**src/rtl/mem_xbar_ws_if.sv**
```systemverilog
// Core-side and target-side bus bundle for the wait-state data crossbar.
//   slave  : crossbar view (requests/target read data in, responses/strobes out)
//   master : core/target view (the mirror image)
interface mem_xbar_ws_if #(
    parameter int unsigned N_TGT  = 4,
    parameter int unsigned ADDR_W = 30,
    parameter int unsigned DATA_W = 32,
    parameter int unsigned MASK_W = DATA_W / 8
);
    // core request side
    logic                    i_req;
    logic [ADDR_W-1:0]       i_addr;
    logic [DATA_W-1:0]       i_data;
    logic                    i_wren;
    logic [MASK_W-1:0]       i_mask;
    logic                    o_ack;
    logic [DATA_W-1:0]       o_data;

    // fault reporting
    logic                    o_fault;
    logic [ADDR_W-1:0]       o_fault_addr;
    logic                    i_fault_clr;

    // shared target side
    logic [ADDR_W-1:0]       o_tgt_addr;
    logic [DATA_W-1:0]       o_tgt_data;
    logic [MASK_W-1:0]       o_tgt_mask;
    logic [N_TGT-1:0]        o_tgt_sel;
    logic [N_TGT-1:0]        o_tgt_wren;
    logic [N_TGT*DATA_W-1:0] i_tgt_data;

    modport slave (
        input  i_req, i_addr, i_data, i_wren, i_mask, i_fault_clr, i_tgt_data,
        output o_ack, o_data, o_fault, o_fault_addr,
               o_tgt_addr, o_tgt_data, o_tgt_mask, o_tgt_sel, o_tgt_wren
    );

    modport master (
        output i_req, i_addr, i_data, i_wren, i_mask, i_fault_clr, i_tgt_data,
        input  o_ack, o_data, o_fault, o_fault_addr,
               o_tgt_addr, o_tgt_data, o_tgt_mask, o_tgt_sel, o_tgt_wren
    );
endinterface

```
**src/rtl/mem_xbar_ws.sv**
```systemverilog
// Sequential data-side crossbar: decodes a core request against N_TGT address
// windows, inserts per-target wait states, issues a one-cycle target strobe and
// returns a one-cycle ack. Unmapped accesses return ERR_DATA and set a sticky fault.
// Ports:
//   clk, rst : clock, synchronous active-high reset
//   bus      : mem_xbar_ws_if.slave (core request/response, fault, target bus)
module mem_xbar_ws #(
    parameter int unsigned             N_TGT        = 4,
    parameter int unsigned             ADDR_W       = 30,
    parameter int unsigned             DATA_W       = 32,
    parameter int unsigned             MASK_W       = DATA_W / 8,
    parameter logic [N_TGT*ADDR_W-1:0] REGION_BASE  = '0,
    parameter logic [N_TGT*ADDR_W-1:0] REGION_LIMIT = '1,
    parameter logic [N_TGT*4-1:0]      WAIT_CYC     = '0,
    parameter logic [31:0]             ERR_DATA     = 32'hDEADBEEF
) (
    input  logic          clk,
    input  logic          rst,
    mem_xbar_ws_if.slave  bus
);

    localparam int unsigned IDX_W = (N_TGT > 1) ? $clog2(N_TGT) : 1;
    localparam int unsigned CNT_W = 4;
    localparam logic [DATA_W-1:0] ERR_WORD = DATA_W'(ERR_DATA);

    typedef enum logic [1:0] {
        ST_IDLE,
        ST_WAIT,
        ST_ACCESS,
        ST_RESP
    } state_e;

    state_e              state_q, state_d;
    logic [ADDR_W-1:0]   addr_q, addr_d;
    logic [DATA_W-1:0]   data_q, data_d;
    logic [MASK_W-1:0]   mask_q, mask_d;
    logic                wren_q, wren_d;
    logic [IDX_W-1:0]    idx_q, idx_d;
    logic [CNT_W-1:0]    cnt_q, cnt_d;

    logic                ack_q, ack_d;
    logic [DATA_W-1:0]   rdata_q, rdata_d;
    logic                fault_q, fault_d;
    logic [ADDR_W-1:0]   fault_addr_q, fault_addr_d;
    logic [ADDR_W-1:0]   tgt_addr_q, tgt_addr_d;
    logic [DATA_W-1:0]   tgt_data_q, tgt_data_d;
    logic [MASK_W-1:0]   tgt_mask_q, tgt_mask_d;
    logic [N_TGT-1:0]    tgt_sel_q, tgt_sel_d;
    logic [N_TGT-1:0]    tgt_wren_q, tgt_wren_d;

    logic                hit;
    logic [IDX_W-1:0]    hit_idx;
    logic [CNT_W-1:0]    hit_wait;
    logic [DATA_W-1:0]   rd_word;
    logic                acc_go;
    logic [ADDR_W-1:0]   acc_base;

    // Window decode of the live request; descending scan so the lowest index wins.
    always_comb begin
        hit      = 1'b0;
        hit_idx  = '0;
        hit_wait = '0;
        for (int k = int'(N_TGT) - 1; k >= 0; k--) begin
            if ((bus.i_addr >= REGION_BASE[k*ADDR_W +: ADDR_W]) &&
                (bus.i_addr <= REGION_LIMIT[k*ADDR_W +: ADDR_W])) begin
                hit      = 1'b1;
                hit_idx  = IDX_W'(k);
                hit_wait = WAIT_CYC[k*CNT_W +: CNT_W];
            end
        end
    end

    // Read data of the latched target.
    always_comb begin
        rd_word = '0;
        for (int k = 0; k < int'(N_TGT); k++) begin
            if (idx_q == IDX_W'(k)) begin
                rd_word = bus.i_tgt_data[k*DATA_W +: DATA_W];
            end
        end
    end

    // Next-state and registered-output logic.
    always_comb begin
        state_d      = state_q;
        addr_d       = addr_q;
        data_d       = data_q;
        mask_d       = mask_q;
        wren_d       = wren_q;
        idx_d        = idx_q;
        cnt_d        = cnt_q;
        ack_d        = 1'b0;
        rdata_d      = rdata_q;
        fault_d      = fault_q;
        fault_addr_d = fault_addr_q;
        tgt_addr_d   = tgt_addr_q;
        tgt_data_d   = tgt_data_q;
        tgt_mask_d   = tgt_mask_q;
        tgt_sel_d    = '0;
        tgt_wren_d   = '0;
        acc_go       = 1'b0;
        acc_base     = '0;

        // A fault raised in this same cycle overrides the clear below.
        if (bus.i_fault_clr) begin
            fault_d = 1'b0;
        end

        case (state_q)
            ST_IDLE: begin
                if (bus.i_req) begin
                    addr_d = bus.i_addr;
                    data_d = bus.i_data;
                    mask_d = bus.i_mask;
                    wren_d = bus.i_wren;
                    idx_d  = hit_idx;
                    if (hit) begin
                        if (hit_wait != '0) begin
                            state_d = ST_WAIT;
                            cnt_d   = hit_wait;
                        end else begin
                            state_d = ST_ACCESS;
                            acc_go  = 1'b1;
                        end
                    end else begin
                        state_d      = ST_RESP;
                        ack_d        = 1'b1;
                        fault_d      = 1'b1;
                        fault_addr_d = bus.i_addr;
                        if (!bus.i_wren) begin
                            rdata_d = ERR_WORD;
                        end
                    end
                end
            end
            ST_WAIT: begin
                if (cnt_q == CNT_W'(1)) begin
                    state_d = ST_ACCESS;
                    acc_go  = 1'b1;
                end else begin
                    cnt_d = cnt_q - CNT_W'(1);
                end
            end
            ST_ACCESS: begin
                state_d = ST_RESP;
                ack_d   = 1'b1;
                // Synchronous-read target presents its data during the strobe cycle.
                if (!wren_q) begin
                    rdata_d = rd_word;
                end
            end
            ST_RESP: begin
                state_d = ST_IDLE;
            end
            default: begin
                state_d = ST_IDLE;
            end
        endcase

        // Strobe and shared bus are loaded on the edge that enters ACCESS.
        if (acc_go) begin
            for (int k = 0; k < int'(N_TGT); k++) begin
                if (idx_d == IDX_W'(k)) begin
                    tgt_sel_d[k]  = 1'b1;
                    tgt_wren_d[k] = wren_d;
                    acc_base      = REGION_BASE[k*ADDR_W +: ADDR_W];
                end
            end
            tgt_addr_d = addr_d - acc_base;
            tgt_data_d = data_d;
            tgt_mask_d = mask_d;
        end
    end

    // State and output registers.
    always_ff @(posedge clk) begin
        if (rst) begin
            state_q      <= ST_IDLE;
            addr_q       <= '0;
            data_q       <= '0;
            mask_q       <= '0;
            wren_q       <= 1'b0;
            idx_q        <= '0;
            cnt_q        <= '0;
            ack_q        <= 1'b0;
            rdata_q      <= '0;
            fault_q      <= 1'b0;
            fault_addr_q <= '0;
            tgt_addr_q   <= '0;
            tgt_data_q   <= '0;
            tgt_mask_q   <= '0;
            tgt_sel_q    <= '0;
            tgt_wren_q   <= '0;
        end else begin
            state_q      <= state_d;
            addr_q       <= addr_d;
            data_q       <= data_d;
            mask_q       <= mask_d;
            wren_q       <= wren_d;
            idx_q        <= idx_d;
            cnt_q        <= cnt_d;
            ack_q        <= ack_d;
            rdata_q      <= rdata_d;
            fault_q      <= fault_d;
            fault_addr_q <= fault_addr_d;
            tgt_addr_q   <= tgt_addr_d;
            tgt_data_q   <= tgt_data_d;
            tgt_mask_q   <= tgt_mask_d;
            tgt_sel_q    <= tgt_sel_d;
            tgt_wren_q   <= tgt_wren_d;
        end
    end

    assign bus.o_ack        = ack_q;
    assign bus.o_data       = rdata_q;
    assign bus.o_fault      = fault_q;
    assign bus.o_fault_addr = fault_addr_q;
    assign bus.o_tgt_addr   = tgt_addr_q;
    assign bus.o_tgt_data   = tgt_data_q;
    assign bus.o_tgt_mask   = tgt_mask_q;
    assign bus.o_tgt_sel    = tgt_sel_q;
    assign bus.o_tgt_wren   = tgt_wren_q;

endmodule

```
**src/flat_wrapper.sv**
```systemverilog
// flat-port wrapper written by rule: the top's interface ports become plain ports
module mem_xbar_ws_flat 
#(
    parameter int unsigned             N_TGT        = 4,
    parameter int unsigned             ADDR_W       = 30,
    parameter int unsigned             DATA_W       = 32,
    parameter int unsigned             MASK_W       = DATA_W / 8,
    parameter logic [N_TGT*ADDR_W-1:0] REGION_BASE  = '0,
    parameter logic [N_TGT*ADDR_W-1:0] REGION_LIMIT = '1,
    parameter logic [N_TGT*4-1:0]      WAIT_CYC     = '0,
    parameter logic [31:0]             ERR_DATA     = 32'hDEADBEEF
)
  (clk, rst, bus_i_req, bus_i_addr, bus_i_data, bus_i_wren, bus_i_mask, bus_i_fault_clr, bus_i_tgt_data, bus_o_ack, bus_o_data, bus_o_fault, bus_o_fault_addr, bus_o_tgt_addr, bus_o_tgt_data, bus_o_tgt_mask, bus_o_tgt_sel, bus_o_tgt_wren);
  mem_xbar_ws_if #(.N_TGT(N_TGT), .ADDR_W(ADDR_W), .DATA_W(DATA_W), .MASK_W(MASK_W)) bus_i ();
  input  logic clk;
  input  logic rst;
  input wire logic [$bits(bus_i.i_req)-1:0] bus_i_req;
  input wire logic [$bits(bus_i.i_addr)-1:0] bus_i_addr;
  input wire logic [$bits(bus_i.i_data)-1:0] bus_i_data;
  input wire logic [$bits(bus_i.i_wren)-1:0] bus_i_wren;
  input wire logic [$bits(bus_i.i_mask)-1:0] bus_i_mask;
  input wire logic [$bits(bus_i.i_fault_clr)-1:0] bus_i_fault_clr;
  input wire logic [$bits(bus_i.i_tgt_data)-1:0] bus_i_tgt_data;
  output wire logic [$bits(bus_i.o_ack)-1:0] bus_o_ack;
  output wire logic [$bits(bus_i.o_data)-1:0] bus_o_data;
  output wire logic [$bits(bus_i.o_fault)-1:0] bus_o_fault;
  output wire logic [$bits(bus_i.o_fault_addr)-1:0] bus_o_fault_addr;
  output wire logic [$bits(bus_i.o_tgt_addr)-1:0] bus_o_tgt_addr;
  output wire logic [$bits(bus_i.o_tgt_data)-1:0] bus_o_tgt_data;
  output wire logic [$bits(bus_i.o_tgt_mask)-1:0] bus_o_tgt_mask;
  output wire logic [$bits(bus_i.o_tgt_sel)-1:0] bus_o_tgt_sel;
  output wire logic [$bits(bus_i.o_tgt_wren)-1:0] bus_o_tgt_wren;
  assign bus_i.i_req = bus_i_req;
  assign bus_i.i_addr = bus_i_addr;
  assign bus_i.i_data = bus_i_data;
  assign bus_i.i_wren = bus_i_wren;
  assign bus_i.i_mask = bus_i_mask;
  assign bus_i.i_fault_clr = bus_i_fault_clr;
  assign bus_i.i_tgt_data = bus_i_tgt_data;
  assign bus_o_ack = bus_i.o_ack;
  assign bus_o_data = bus_i.o_data;
  assign bus_o_fault = bus_i.o_fault;
  assign bus_o_fault_addr = bus_i.o_fault_addr;
  assign bus_o_tgt_addr = bus_i.o_tgt_addr;
  assign bus_o_tgt_data = bus_i.o_tgt_data;
  assign bus_o_tgt_mask = bus_i.o_tgt_mask;
  assign bus_o_tgt_sel = bus_i.o_tgt_sel;
  assign bus_o_tgt_wren = bus_i.o_tgt_wren;
  mem_xbar_ws #(.N_TGT(N_TGT), .ADDR_W(ADDR_W), .DATA_W(DATA_W), .MASK_W(MASK_W), .REGION_BASE(REGION_BASE), .REGION_LIMIT(REGION_LIMIT), .WAIT_CYC(WAIT_CYC), .ERR_DATA(ERR_DATA)) u_core (.clk(clk), .rst(rst), .bus(bus_i));
endmodule
```
**config.mk**
```make
export PLATFORM = sky130hd
export DESIGN_NAME = mem_xbar_ws_flat
export DESIGN_NICKNAME = d
export VERILOG_FILES = /design/src/rtl/mem_xbar_ws_if.sv /design/src/rtl/mem_xbar_ws.sv /design/src/flat_wrapper.sv
export SDC_FILE = /design/constraint.sdc
export NUM_CORES = 1
export LEC_CHECK = 0
export BUFFER_PORTS_ARGS = -buffer_cell sky130_fd_sc_hd__buf_2
export CAP_MARGIN = 0
export CORE_MARGIN = 1
export CORE_UTILIZATION = 35
export DETAILED_ROUTE_END_ITERATION = 10
export GPL_ROUTABILITY_DRIVEN = 0
export PLACE_DENSITY = 0.62
export SLEW_MARGIN = 25
export SYNTH_ARGS = -nofsm -noshare
export SYNTH_HDL_FRONTEND = slang
export SYNTH_SLANG_ARGS = --single-unit
```
**constraint.sdc**
```tcl
create_clock -name clk -period 2.5 [get_ports clk]
set_clock_uncertainty 0.2 [all_clocks]
set_input_delay 0.125 -clock clk [delete_from_list [all_inputs] [get_ports clk]]
set_output_delay 0.125 -clock clk [all_outputs]
set_load 0.005 [all_outputs]
```
Yosys cells after proc, flatten, opt, wreduce, memory -nomap -nowiden
Cells that the tools add are included.
- flip-flop bits (word level): 213
- bits in latches: 0
- memory bits (writable): 0
- bits in read-only memories: 0
- input bits: 199
- output and inout port bits: 138
- memories: 0
- $add $sub $neg: 2
- $mul: 0
- divide/modulo/power cells: 0
- $lt $le $gt $ge: 2
- eq/ne operators: 15
- shifts and indexed selects: 0
- muxes and demuxes: 40
- bitwise gates (word level): 7
- reduce and logical (&&, ||, !) cells: 14
- operator list (operator ; number):
    2-to-1 mux 32 bit ; 10
    2-to-1 mux 30 bit ; 3
    one-hot mux 32 bit (2 select lines) ; 1
    greater-or-equal comparator 30 x 1 -> 1 bit, second input constant ; 1
    less-or-equal comparator 30 bit, second input constant ; 1
    subtractor 30 bit ; 1
    2-to-1 mux 1 bit ; 17
    == test 2 bit, second input constant ; 6
    OR reduction 3 bit ; 4
    2-to-1 mux 2 bit ; 4
    2-to-1 mux 4 bit ; 2
    != test 2 bit, second input constant ; 4
    one-hot mux 2 bit (4 select lines) ; 1
    NOT 1 bit ; 7
    == test 2 x 1 -> 1 bit, second input constant ; 3
    zero test 2 bit ; 3
    AND reduction 5 bit ; 1
    == test 4 x 1 -> 1 bit, second input constant ; 1
    one-hot mux 1 bit (2 select lines) ; 2
    AND reduction 2 bit ; 2
    subtractor 4 x 1 -> 4 bit, second input constant ; 1
    AND reduction 3 bit ; 1
    != test 2 x 1 -> 1 bit, second input constant ; 1
    nonzero test 2 bit ; 1
    other kinds (2) ; 2

Logic depth before layout (Yosys ltp)
Gate-level depths: netlist of the first run.
- word-level depth: 8
- mapped depth: 7
- gate-level depth less buffers: 5

Least setup slack after synthesis of the first run
Ideal clock, no wire load.
- path type: reg2reg
- from: register u_core.cnt_q[1]
- to: register u_core.cnt_q[3]
- library setup time: 121 ps
- arrival: 1448 ps
- data required time: 2179 ps
- path slack: 731 ps
- stages on the path, launching flop included: 6
- cells stage by stage: dfxtp_1 -> inv_1 -> ha_1 -> or3b_2 -> nand3_1 -> mux2_2
- word-level cells in the longest chain between the ends: 3
- elaborated cells between the ends (all ways): 4
- ends and longest elaborated chain (element ; line ; text):
    start, declared ; mem_xbar_ws.sv:39 ; logic [CNT_W-1:0] cnt_q, cnt_d;
    start signal, assigned ; mem_xbar_ws.sv:201 ; cnt_q <= cnt_d;
    parallel branches: the longest is 3 deep, another holds subtractor 4 x 1 -> 4 bit ; - ;
Parallel ways; which one is timed is not known.
A chain may end at the register's enable or synchronous reset.

Final worst setup path of the first run
- from: register u_core.idx_q[0]
- to: register u_core.rdata_q[20], in the netlist u_core.bus.o_data[20]
- word-level cells in the longest chain between the ends: 7
- elaborated cells between the ends (all ways): 10
- ends and longest elaborated chain (element ; line ; text):
    start, declared ; mem_xbar_ws.sv:38 ; logic [IDX_W-1:0] idx_q, idx_d;
    start signal, assigned ; mem_xbar_ws.sv:200 ; idx_q <= idx_d;
    zero test 2 bit ; mem_xbar_ws.sv:77 ; if (idx_q == IDX_W'(k)) begin
    2-to-1 mux 32 bit (3 in series) ; mem_xbar_ws.sv:77 ;
    2-to-1 mux 32 bit * ; mem_xbar_ws.sv:77 ;
    2-to-1 mux 32 bit * ; mem_xbar_ws.sv:148 ; if (!wren_q) begin
    one-hot mux 32 bit (2 select lines) * ; mem_xbar_ws.sv:109 ; case (state_q)
    end signal, assigned ; mem_xbar_ws.sv:203 ; rdata_q <= rdata_d;
    end, declared ; mem_xbar_ws.sv:42 ; logic [DATA_W-1:0] rdata_q, rdata_d;
Every way passes the cells marked *; elsewhere a longest branch is shown, timed or not. The select of a mux whose other input is x is not followed.

==> results of run 1 <==
## flip-flops by register name (all words and copies together) (netlist names)
signal / cells
u_core.bus.o_data: 32
u_core.bus.o_tgt_data: 32
u_core.data_q: 32
u_core.addr_q: 30
u_core.bus.o_fault_addr: 30
u_core.bus.o_tgt_addr: 30
u_core.bus.o_tgt_mask: 4
u_core.bus.o_tgt_sel: 4
u_core.bus.o_tgt_wren: 4
u_core.cnt_q: 4
u_core.mask_q: 4
u_core.idx_q: 2
u_core.state_q: 2
u_core.bus.o_ack: 1
u_core.bus.o_fault: 1
u_core.wren_q: 1
## worst min path at each step
stage / start / end
after global placement: bus_i_fault_clr / u_core.bus.o_fault$_SDFF_PP0_
after CTS: bus_i_fault_clr / u_core.bus.o_fault$_SDFF_PP0_
final: bus_i_fault_clr / u_core.bus.o_fault$_SDFF_PP0_
after floorplan: bus_i_fault_clr / u_core.bus.o_fault$_SDFF_PP0_
after detailed placement: bus_i_fault_clr / u_core.bus.o_fault$_SDFF_PP0_
after global routing: bus_i_fault_clr / u_core.bus.o_fault$_SDFF_PP0_
## stage by stage
stage | std cells | area, um^2 | util [%]
after CTS | 1710 | 13000 | 54.9
after floorplan | 914 | 8580 | -
after detailed placement | 1500 | 10500 | 44.3
after global placement | 1500 | 10500 | 44.3
after global routing | 1710 | 13000 | 54.9
final | 1711 | 13000 | 54.9
## critical path, cell delays in order (launching register included)
cell and delay [ns]:
dfxtp_4 0.48, buf_12 0.26, mux4_2 0.53, dlygate4sd3_1 0.59, a22o_1 0.19
## power breakdown
group,internal (uW),switching (uW)
Sequential,3620,152
Clock,2250,1400
Combinational,646,651
Total,6510,2200
## metal layers
layer	share of wire, %	track usage [%]
met4	3.3	9.39
met2	50	41.2
met5	0	0
met1	40	25.2
met3	7.0	4.52
## final cells by class
type | count | area, um^2 | share of cell area, %
timing repair buffer | 523 | 3630 | 27.8
antenna | 1 | 2.50 | 0.0192
inverter | 3 | 11.3 | 0.0864
clock inverter | 8 | 123 | 0.941
clock buffer | 33 | 696 | 5.34
sequential | 213 | 4270 | 32.8
tap | 319 | 399 | 3.06
multi-input combinational | 611 | 3910 | 30.0
## placed cells by master, fill, tap and decap left out, drive strengths merged
cell type | Yosys | final
ha | 2 | 2
nand4bb | 1 | 1
diode | 0 | 1
a21oi | 73 | 73
clkbuf | 46 | 33
nor2 | 8 | 8
a41oi | 66 | 66
a311oi | 1 | 1
bufinv | 0 | 3
buf | 41 | 354
nand3 | 135 | 135
dfxtp | 213 | 213
nand2b | 4 | 4
nor4b | 1 | 1
nand2 | 202 | 202
mux2 | 1 | 1
nor3b | 4 | 4
inv | 3 | 4
dlygate4sd3 | 0 | 169
or3b | 2 | 2
or4 | 1 | 1
o21ba | 1 | 1
o21ai | 3 | 3
nand3b | 1 | 1
a22o | 32 | 32
o21bai | 1 | 1
mux4 | 32 | 32
clkinv | 0 | 4
a32oi | 1 | 1
nor3 | 5 | 5
nor2b | 34 | 34
## cell families after synthesis
family / after synthesis
flops: 213
compound gates: 178
fa+ha+maj: 2
mux: 33
simple gates: 398
buf+inv: 90
## what timing repair did
item / CTS / global route
hold endpoints to repair: 174 / 0
resized for setup: 0 / 2
buffers inserted: 0 / 0
setup endpoints to repair: 0 / 21
hold buffers: 169 / 0
==> metrics.txt, run 1 <==
Crit. Startpoint=u_core.idx_q[0]$_SDFF_PP0_; Total Routing Usage GR=22.5%; Worst Path Class, Setup=register to register; Core Area=between 0.02 and 0.025 mm^2; power per cell area=between 600 and 700 mW/mm^2; Die X=159 um; Register-to-Register Path Depth=4; fin crit share=between 90 and 100%; Area contributors post-synth=dfxtp_1, nand2_1, mux4_2; final net count=1578; iteration count of the initial detailed-routing pass=7; Avg WL per Cell=17.0 um; Synth Area in Compound Gates=about 15%; TritonCTS Buffers=25; CP required=approximately 2.7 ns; CP Capture Type=register; mux cell area share after synthesis=8.53%; ys flop type=dfxtp_1; Starting Density=36.1%; hold crit path type=primary input to register; worst flop-to-flop path startpoint=u_core.idx_q[0]$_SDFF_PP0_; Root Buffer=clkbuf_16; vias in the first global route=8813; unrepaired setup endpoints after global routing=no; CTS tree=done; clock latency on the worst-skew pair=0.52 ns; run status=finished clean; synth cell count leaders=dfxtp_1, nand2_1, nand3_1, a21oi_1, a41oi_1; Hold Violations, Final=0; H-tree lvl count=1; Total Power=8710 uW; Crit Reg-Reg Endpoint=u_core.bus.o_data[20]$_SDFFE_PP0P_; Syn Nets=roughly 1100; Yosys reg bits=213; fin crit period=2.37 ns; Max VDD drop=0.000493 V; # DRC=0; flop-to-flop setup slack=0.13 ns; post-DP HPWL=17900 um; Clock Pin Slew Worst Setup and Hold Paths=~0.060 ns; xor/xnor share of the synthesized area=0%; Startpoint Class=register; first-pass GRT wire length=44800 um; # fillers=2056; slew of the pin with the lowest slew margin=0.689 ns; most frequent cell after synthesis=dfxtp_1; Lkg Pwr=0.00541 uW; vias=8793; largest net degree at the start of global routing=118; DRT iter0 DRCs=523; Yosys Warn Count=0; Gate Count Post-Synth=just over 900; crit path DAT=2.57 ns; largest family of logic cells by synthesized area=simple AND/OR/NAND/NOR gates; Syn-to-layout area delta=51.9%; mapped cell area=0.00858 mm^2; Synth Area per Inst=9.39 um^2; antenna violations before repair=0; die area=0.0252 mm^2; EDFF count, synth=0; post-synthesis adder-cell area fraction=less than 1%; Yosys top cell area share=49.7%; maximum clock rate=0.421 GHz; Boundary Pins=around 340; post-synth top area cell=dfxtp_1; Max Transition Viols Final=0; GRT Residual Overflow=0; clock sink count=213; Post-Synth Simple-Gate Area=21.5%; count of input and output buffers=336; post-route antenna net violation count=0; Max-slew headroom=54.0%; Setup crit end=u_core.bus.o_data[20]$_SDFFE_PP0P_; hold slack=0.107 ns; final worst slack=0.127 ns; drt total wl=29100 um; worst-path fanout max=25; vias per cell=5.14; Row Count=56; Max Root-Sink Buffers=3; Post-synth ARST share=0%; share of cells above drive strength 1=31.4%; Netlist cell types=33; final setup fails=0; Seq/Total Area, Yosys=between 40 and 50%; die height=159 um; Hold Crit Depth=3; total of max-cap violations=0; total negative slack=0 ns; DP Worst Slack=0.518 ns
Note: power is estimated with default switching activity, not from simulation.
==> run 2, diff against run 1 <==
- CORE_UTILIZATION: 35 -> 45
- PLACE_DENSITY: 0.62 -> 0.85
==> metrics.txt, run 2 (synthesis gave the netlist of run 1 again) <==
CP Capture Type=register; Hold Violations, Final=0; slew of the pin with the lowest slew margin=0.864 ns; Syn-to-layout area delta=46.4%; final setup fails=0; clock latency on the worst-skew pair=~0.5 ns; Slowest cell on crit path=dfxtp_2; share of cells above drive strength 1=32.5%; Hold Crit Depth=3; run status=finished clean; hold crit path type=primary input to register; Clock Pin Slew Worst Setup and Hold Paths=0.06 ns; Boundary Pins=337; Max-slew headroom=42.4%; crit path DAT=2.62 ns; Max Root-Sink Buffers=3; Avg WL per Cell=19.1 um; Max Used Layer=met4; maximum clock rate=0.409 GHz; most frequent cells in the layout=buf_2, dfxtp_1, nand2_1; die area=0.0196 mm^2; Starting Density=a little under half; Worst path depth=3; total negative slack=0 ns; Lkg Pwr=0.00520 uW; iteration count of the initial detailed-routing pass=5; ant diodes=0; antenna violations before repair=0; power per cell area=around 690 mW/mm^2; Total Routing Usage GR=30.1%; commonest non-fill, non-tap cell in the layout=buf_2; Startpoint Class=register; fin crit share=97.9%; H-tree lvl count=1; Worst Path Class, Setup=register to register; Core Area=0.0187 mm^2; TritonCTS Buffers=23; Cell Chain, Critical Path=mux4_2 -> dlygate4sd3_1 -> a22o_1; CTS tree=done; post-route antenna net violation count=0; CP bufs+invs=1; vias=9163; unrepaired setup endpoints after global routing=no; M1 wire length=11500 um; DRT iter0 DRCs=about 660; Max VDD drop=0.000509 V; Root Buffer=clkbuf_16; clock sink count=213; Max stage delay on crit path=0.89 ns; worst-path fanout max=33; Register-to-Register Path Depth=3; total of max-cap violations=0; Row Count=50; final net count=1545; die height=140 um; Final Util=about two thirds; count of input and output buffers=between 300 and 400; # DRC=0; first-pass GRT wire length=47000 um; GRT Residual Overflow=0; Die X=140 um; largest net degree at the start of global routing=~100; vias in the first global route=8819; Max Transition Viols Final=0; vias per cell=between 5 and 6; post-DP HPWL=17800 um; routed wl met2=between 10000 and 15000 um; met3 WL post-DR=about 2300 um; CP required=2.68 ns; drt total wl=just over 30000 um; family with the most delay on the worst path=flip-flops; fin crit period=2.45 ns
run 2: changes by cell type in the layout (fill, tap and decap cells not counted), moves of 2 or more:
| cell | previous run | this run |
|---|---|---|
| bufinv_16 | 3 | 5 |
| clkbuf_16 | 25 | 23 |
| dfxtp_4 | 2 | 0 |
| buf_12 | 9 | 6 |
| dfxtp_2 | 1 | 3 |
| buf_4 | 9 | 16 |
| clkbuf_1 | 4 | 2 |
| dlygate4sd3_1 | 169 | 135 |
run 2: cell type report:
class | count | area [um^2]
fill | 1400 | 6140
sequential | 213 | 4270
multi-input combinational | 611 | 3910
timing repair buffer | 492 | 3270
clock buffer | 28 | 624
tap | 234 | 293
clock inverter | 12 | 195
inverter | 3 | 11.3
run 2: final timing paths:
check	endpoint	from	slack [ns]
max	u_core.bus.o_data[20]$_SDFFE_PP0P_	u_core.idx_q[1]$_SDFF_PP0_	0.05
min	u_core.bus.o_fault$_SDFF_PP0_	bus_i_fault_clr	0.17
max reg2reg	u_core.bus.o_data[20]$_SDFFE_PP0P_	u_core.idx_q[1]$_SDFF_PP0_	0.05
min reg2reg	u_core.addr_q[4]$_SDFF_PP0_	u_core.addr_q[4]$_SDFF_PP0_	0.26
run 2: tightest hold or removal path: cells and delay by family:
kind,cells,cell delay (ns)
and+or+nand+nor,1,0.05
buffers and inverters,2,0.64
run 2: layer usage:
metal / GRT usage, % / vias to the layer above
li1: - / 4146
met1: 35.3 / 4396
met2: 52.2 / 515
met3: 5.88 / 106
met4: 15.4 / 0
met5: 0 / -
run 2: report_power, final:
group / leakage [uW] / switching (uW) / total [uW] / internal, uW
Clock: 0.000402 / 1390 / 3680 / 2290
Combinational: 0.00306 / 674 / 1270 / 598
Sequential: 0.00174 / 154 / 3770 / 3620
Total: 0.00520 / 2210 / 8720 / 6510
run 2: repair_timing:
| item | CTS | global route |
|---|---|---|
| hold endpoints to repair | 178 | 0 |
| hold buffers | 135 | 0 |
| setup endpoints to repair | 0 | 0 |
| resized for setup | 0 | 0 |
| buffers inserted | 0 | 0 |
run 2: stage by stage:
step | hold slack (ns) | instance area [um^2] | std cells | worst slack (ns) | power [uW]
2_1_floorplan | 0.000802 | 8580 | 914 | 0.731 | 4400
3_3_place_gp | 0.0857 | 10400 | 1418 | 0.570 | 4850
3_5_place_dp | 0.0879 | 10400 | 1418 | 0.509 | 4890
4_1_cts | 0.0948 | 12600 | 1593 | 0.110 | 8710
5_1_grt | 0.150 | 12600 | 1593 | 0.0123 | 9000
6_report | 0.165 | 12600 | 1593 | 0.0537 | 8720
